===== src/rtl/ec_data_access.sv =====
// rtl/ec_data_access.sv - EC-stage data-memory access over a single-outstanding SRAM-like port
//
// Ports:
//   clk, resetn            clock, asynchronous active-low reset
//   refresh                pipeline flush; kills the EC instruction
//   seg_stall              EC/WB segment register stall this cycle
//   ec_valid, ec_ex        EC instruction valid / already excepted
//   ec_load, ec_store      memory operation kind
//   ec_lsV, ec_addr,
//   ec_wdata               byte lanes, effective address, lane-aligned store data
//   data_req .. data_wdata request side of the data port
//   data_addr_ok,
//   data_data_ok,
//   data_rdata             response side of the data port
//   ec_data_rdata          registered read data, valid in DONE
//   ec_data_req            EC instruction performed an access (DONE)
//   mem_stall              stall request to the pipeline controller

module ec_data_access (
  input  logic        clk,
  input  logic        resetn,
  input  logic        refresh,
  input  logic        seg_stall,
  input  logic        ec_valid,
  input  logic        ec_ex,
  input  logic        ec_load,
  input  logic        ec_store,
  input  logic [3:0]  ec_lsV,
  input  logic [31:0] ec_addr,
  input  logic [31:0] ec_wdata,
  output logic        data_req,
  output logic        data_wr,
  output logic [1:0]  data_size,
  output logic [31:0] data_addr,
  output logic [31:0] data_wdata,
  input  logic        data_addr_ok,
  input  logic        data_data_ok,
  input  logic [31:0] data_rdata,
  output logic [31:0] ec_data_rdata,
  output logic        ec_data_req,
  output logic        mem_stall
);

  typedef enum logic [2:0] {
    IDLE    = 3'd0,
    ADDR    = 3'd1,
    DATA    = 3'd2,
    DONE    = 3'd3,
    DRAIN_A = 3'd4,
    DRAIN_D = 3'd5
  } state_t;

  state_t state;

  logic is_mem;
  logic issue;

  assign is_mem = ec_valid & (ec_load | ec_store);
  assign issue  = is_mem & ~ec_ex & ~refresh;

  // Contiguous half-word and full-word masks get their natural size;
  // irregular lane patterns fall back to a word access.
  function automatic logic [1:0] size_of(input logic [3:0] lsv);
    case (lsv)
      4'b1111:                            size_of = 2'd2;
      4'b0011, 4'b1100:                   size_of = 2'd1;
      4'b0001, 4'b0010, 4'b0100, 4'b1000: size_of = 2'd0;
      default:                            size_of = 2'd2;
    endcase
  endfunction

  always_ff @(posedge clk or negedge resetn) begin
    if (!resetn) begin
      state         <= IDLE;
      data_wr       <= 1'b0;
      data_size     <= 2'd0;
      data_addr     <= 32'd0;
      data_wdata    <= 32'd0;
      ec_data_rdata <= 32'd0;
    end else begin
      case (state)
        IDLE: begin
          if (issue) begin
            data_wr    <= ec_store;
            data_size  <= size_of(ec_lsV);
            data_addr  <= ec_addr;
            data_wdata <= ec_wdata;
            state      <= ADDR;
          end
        end
        // Once raised the request stays up; a flush only redirects where
        // the accepted transaction is drained.
        ADDR: begin
          if (data_addr_ok)
            state <= refresh ? DRAIN_D : DATA;
          else if (refresh)
            state <= DRAIN_A;
        end
        DATA: begin
          if (refresh)
            state <= data_data_ok ? IDLE : DRAIN_D;
          else if (data_data_ok) begin
            state <= DONE;
            if (!data_wr)
              ec_data_rdata <= data_rdata;
          end
        end
        // Hold the result until the segment register takes it.
        DONE: begin
          if (refresh || !seg_stall)
            state <= IDLE;
        end
        DRAIN_A: begin
          if (data_addr_ok)
            state <= DRAIN_D;
        end
        DRAIN_D: begin
          if (data_data_ok)
            state <= IDLE;
        end
        default: state <= IDLE;
      endcase
    end
  end

  assign data_req    = (state == ADDR) || (state == DRAIN_A);
  assign ec_data_req = (state == DONE);

  // Gated by resetn so the stall is dropped for the whole reset window.
  // While draining, only a memory instruction has to wait for the port.
  always_comb begin
    mem_stall = 1'b0;
    case (state)
      IDLE:             mem_stall = issue;
      ADDR, DATA:       mem_stall = 1'b1;
      DRAIN_A, DRAIN_D: mem_stall = is_mem;
      default:          mem_stall = 1'b0;
    endcase
    mem_stall = mem_stall & resetn;
  end

endmodule


===== config.mk =====
export PLATFORM = sky130hd
export DESIGN_NAME = ec_data_access
export DESIGN_NICKNAME = d
export VERILOG_FILES = /design/src/rtl/ec_data_access.sv
export SDC_FILE = /design/constraint.sdc
export NUM_CORES = 1
export LEC_CHECK = 0
export BUFFER_PORTS_ARGS = -buffer_cell sky130_fd_sc_hd__buf_2
export CELL_PAD_IN_SITES_DETAIL_PLACEMENT = 0
export CELL_PAD_IN_SITES_GLOBAL_PLACEMENT = 2
export CORE_MARGIN = 4
export CORE_UTILIZATION = 29
export CTS_BUF_LIST = sky130_fd_sc_hd__clkbuf_4
export DETAILED_ROUTE_END_ITERATION = 8
export PLACE_DENSITY = 0.92
export SETUP_SLACK_MARGIN = 0.3
export SLEW_MARGIN = 20
export SYNTH_ARGS = -nofsm -noshare
export SYNTH_HDL_FRONTEND = slang
export SYNTH_SLANG_ARGS = --single-unit

===== constraint.sdc =====
create_clock -name clk -period 2.5 [get_ports clk]
set_input_delay 0.25 -clock clk [delete_from_list [all_inputs] [get_ports clk]]
set_output_delay 0.25 -clock clk [all_outputs]
set_load 0.01 [all_outputs]

* Word level (Yosys, flattened, before mapping)
Index checks and enable logic that the tools add are counted.
** Storage, ports and cells
- Register bits after elaboration :: 102
- Bits in latches :: 0
- RAM bits :: 0
- Memory bits (read-only) :: 0
- Input port bits :: 110
- Output and inout port bits :: 102
- Logic and storage cells :: 55
- Memories kept :: 0
** Operators by class
- Add/sub/neg operators :: 0
- Multipliers :: 0
- Divide/modulo/power cells :: 0
- $lt $le $gt $ge :: 0
- Equality and inequality tests :: 17
- Shift operators :: 0
- Mux-type cells :: 13
- Bitwise gates (word level) :: 8
- Reductions and logical operators :: 11
** Operator list (number)
- $mux W3 :: 10
- $pmux W3 S6 :: 1
- $eq A4 B2 Y1 const B :: 2
- $eq A4 B4 Y1 const B :: 2
- $eq A3 B2 Y1 const B :: 2
- $eq A3 B3 Y1 const B :: 2
- $ne A2 B2 Y1 const B :: 3
- $ne A3 B3 Y1 const B :: 2
- $reduce_and A6 Y1 :: 1
- $reduce_or A2 Y1 :: 3
- $and A1 B1 Y1 :: 4
- $eq A4 B1 Y1 const B :: 1
- $eq A4 B3 Y1 const B :: 1
- $pmux W2 S2 :: 1
- $reduce_and A4 Y1 :: 1
- $reduce_or A4 Y1 :: 1
- $eq A3 B1 Y1 const B :: 1
- $logic_not A3 Y1 :: 1
- $not A1 Y1 :: 3
- $pmux W1 S3 :: 1
- $logic_or A1 B1 Y1 :: 2
- $ne A2 B1 Y1 const B :: 1
- $reduce_and A2 Y1 :: 1
- $logic_not A1 Y1 :: 1
- $or A1 B1 Y1 :: 1

* Longest topological paths before layout
- Depth in word-level cells :: 6
- Gate-level depth with buffers :: 7
- Gate-level depth less buffers :: 4

* Least setup slack after synthesis
Ideal clock, no wire load.
- Path kind :: register -> register
- Start :: register state[2]
- End :: register data_addr[25]
- Setup time :: 125 ps
- Data arrival time :: 1721 ps
- Data required time :: 2375 ps
- Slack :: 653 ps
- Cell stages (with the launch flop) :: 7
- Buffers on the path :: 3
- Clock period less this slack :: 1847 ps
- Cells stage by stage :: dfrtp_1 -> nor3_2 -> or4b_1 -> buf_2 -> buf_6 -> buf_6 -> mux2_4
** On the way
- Word-level cells in the longest chain between the ends :: 2
** Ends and longest elaborated chain
- start: declaration :: RTL line 53 : state_t state;
- start signal: assignment :: RTL line 95 : state <= refresh ? DRAIN_D : DATA;
- start signal: assignment :: RTL line 101 : state <= data_data_ok ? IDLE : DRAIN_D;
- $logic_not A3 Y1 :: RTL line 81 : case (state)
- $reduce_and A2 Y1 (no line)
- end signal: assignment :: RTL line 86 : data_addr <= ec_addr;
- end: declaration :: RTL line 34 : output logic [31:0] data_addr,
Every way passes these cells.
A chain may end at the register's enable or synchronous reset.

* Worst setup path in the final report
- Start :: register state[2]
- End :: register data_addr[29]
Same word-level chain as after synthesis.

==> summary.txt <==
Worst setup path
  – Critical path data arrival time: around 2.4 ns
  – Crit path capture type: flip-flop
  – Setup Crit Path Kind: reg -> reg
  – CP max FO: 69
  – Worst Path Required: 2.85 ns
  – Startpoint types: flip-flop

Routing
  – DR vias/cell: 4.41
  – DRT Pass-1 Iters: 4
  – Vias: around 3300
  – Routed wire length per instance: roughly 15 um
  – # DRC: 0
  – Routed WL: approximately 12 mm
  – DR iter-0 viols: 84
  – Routed Antenna Nets: 0

STA
  – Hold Violations, Final: 0
  – Worst Skew: 0.0102 ns
  – Slew @ Worst Pin: a little under 0.6 ns
  – Tmin final: ~2 ns
  – Max frequency: roughly 0.5 GHz
  – RSZ-0062 raised after global routing: false
  – Setup violators final: 0
  – Slew HR: between 60% and 70%
  – Final Cycle Share: between 80% and 90%
  – Setup TNS: 0 ns
  – Pins Over Slew Limit: 0

Clock network
  – Clock tree sinks: between 100 and 150
  – Clk Latency, worst-skew pair: between 0.4 and 0.5 ns
  – CTS root buf: clkbuf_4
  – H-tree level count: 3
  – Clock Path Buffers: 2
  – Setup Buffers After CTS: 0
  – CTS tree: yes
  – Clock transition at path regs: 0.15 ns
  – CTS buffer count: 9

Die
  – Die W: 126 um
  – I/O pins: between 200 and 250
  – Die area: between 0.015 and 0.02 mm^2
  – Core ar.: roughly 0.013 mm^2
  – Initial core utilization: 30.1%
  – Row cnt: 42
  – Die Ht: between 100 and 150 um

Synth
  – Post-Syn Area: around 0.0040 mm^2
  – Synth Instances: 264
  – Sequential area share after synthesis: a little over three fifths
  – Yosys warns: 0
  – Distinct cells, synth: 31
  – Syn Nets: 374
  – Avg Inst Size Synth: ~15 um^2
  – Flops & latches, synth: roughly 100

Global routing
  – Number of global-route vias before repair: 3695
  – Initial antenna violation count: 0
  – Total track usage: about 15%
  – Largest net degree at the start of global routing: ~100
  – First-pass GRT wire length: roughly 19 mm
  – Total global routing overflow: 0

Finish
  – Core Util, Final: 47.7%
  – Number of fill cells in the layout: 1190
  – Share of post-route cells with drive strength above 1: between 50% and 60%
  – Final #Nets: about 680
  – Area Growth Syn to Fin: 58.6%
  – Ant diodes: 0

Flow run
  – Max-cap violations: 0

Hold path
  – Hold Crit Class: in -> reg

Outcome
  – Outcome: finished clean

Placed design
  – Routability Congestion: 0.753
  – Post-DP HPWL: about 7.7 mm
  – Port buffer count: 211

Pwr
  – Static Leak: 3.36 nW
  – Peak VDD IR: 0.497 mV
  – Pwr/cell area: ~1000 mW/mm^2
[path summary, 6_finish.rpt]
kind,startpoint,end,slack (ns),depth (start not counted)
max in group asynchronous,resetn,data_addr[3],1.65,3
worst min register to register,data_size[1],data_size[1],0.51,2
worst max-delay path,state[2],data_addr[29],0.47,4
min in group asynchronous,resetn,data_addr[1],0.35,3
worst max register to register,state[2],data_addr[29],0.47,4
worst min-delay path,refresh,state[1],0.08,2
[power breakdown]
part	internal [W]	switching [W]	leakage (nW)
clock	0.000298	0.000541	0.0658
combinational	0.00141	0.00119	1.99
sequential	0.00243	0.000423	1.31
[worst max-delay path, stage by stage (launching register included)]
cell	delay (ns)
dfrtp_1	0.57
nor3_2	0.26
or4b_4	0.49
buf_12	0.24
mux2_4	0.34
[layout make-up]
type / count / area (um^2) / area share, %
clock buffers: 9 / 67.6 / 1.05
clock inverters: 6 / 62.6 / 0.975
inverters: 3 / 11.3 / 0.176
multi-input cells: 144 / 1410 / 21.9
flip-flops and latches: 102 / 2550 / 39.8
well taps: 176 / 220 / 3.43
repair buffers: 313 / 2090 / 32.7
[repair_timing]
action | 4_1_cts | 5_1_grt
hold endpoints to repair | 199 | 0
resized for setup | 0 | 0
hold buffers | 98 | 0
[Yosys cell counts]
master | number | area share [%]
xor2_1 | 1 | 0.22
or4b_1 | 1 | 0.25
mux2_4 | 6 | 2.2
a21oi_1 | 5 | 0.62
nor3_2 | 1 | 0.25
o21ai_0 | 6 | 0.74
o31ai_1 | 1 | 0.19
nor2b_1 | 1 | 0.15
or4_1 | 1 | 0.19
a31oi_1 | 2 | 0.31
o2111a_1 | 1 | 0.28
nor4b_1 | 1 | 0.22
nor3_1 | 1 | 0.12
clkbuf_1 | 7 | 0.65
or3_1 | 1 | 0.15
mux2_2 | 92 | 26
nand3b_1 | 1 | 0.19
or3b_2 | 1 | 0.22
and3_1 | 1 | 0.15
buf_6 | 2 | 0.56
nand2_1 | 5 | 0.46
a311oi_1 | 1 | 0.22
nand3_1 | 1 | 0.12
dfrtp_1 | 102 | 63
nor2_1 | 8 | 0.74
inv_1 | 3 | 0.28
a2bb2oi_1 | 1 | 0.22
a211oi_1 | 2 | 0.37
buf_2 | 6 | 0.74
a41o_1 | 1 | 0.25
xnor2_1 | 1 | 0.22
[registers in the layout (all words and copies together) (netlist names)]
signal and cells:
state 3, ec_data_rdata 32, data_wr 1, data_wdata 32, data_addr 32, data_size 2
[cells by family (layout without fill, tap and decap cells)]
| family | Yosys count | count (layout) | share of synthesized area, % |
|---|---|---|---|
| XOR/XNOR | 2 | 2 | 0.433 |
| buffers and inverters | 18 | 331 | 2.23 |
| AND/OR/NAND/NOR | 24 | 24 | 3.22 |
| multiplexers | 98 | 98 | 27.8 |
| AO/OA/AOI/OAI | 20 | 20 | 3.19 |
| flip-flops | 102 | 102 | 63.1 |
[placed cells by master, fill, tap and decap left out, drive strengths merged, types with 2 or more instances in the layout]
cell type,count
buf,215
o21ai,6
a31oi,2
nor3,2
a211oi,2
dlygate4sd3,98
nor2,8
clkbuf,9
dfrtp,102
mux2,98
inv,4
clkinv,2
clkinvlp,2
nand2,5
a21oi,5
[metrics by stage]
stage	area [um^2]	cells	setup WS [ns]	hold slack (ns)	total power, W
after detailed placement	5300	640	0.501	0.376	0.00540
after floorplan	4050	264	0.653	-0.0456	0.00419
after CTS	6410	753	0.471	0.0241	0.00638
after global routing	6410	753	0.385	0.0641	0.00672
after global placement	5300	640	0.532	0.364	0.00529
final	6410	753	0.473	0.0784	0.00629
[per-layer routing]
| layer | GRT usage, % | part of all wire (%) | up-vias |
|---|---|---|---|
| met5 | 0 | 0 | - |
| met2 | 25.9 | 53 | 129 |
| met4 | 7.07 | 3.3 | 0 |
| met3 | 4.23 | 6.7 | 30 |
| met1 | 15.9 | 37 | 1610 |
| li1 | - | - | 1553 |
Power figures use the tool's default switching activity.
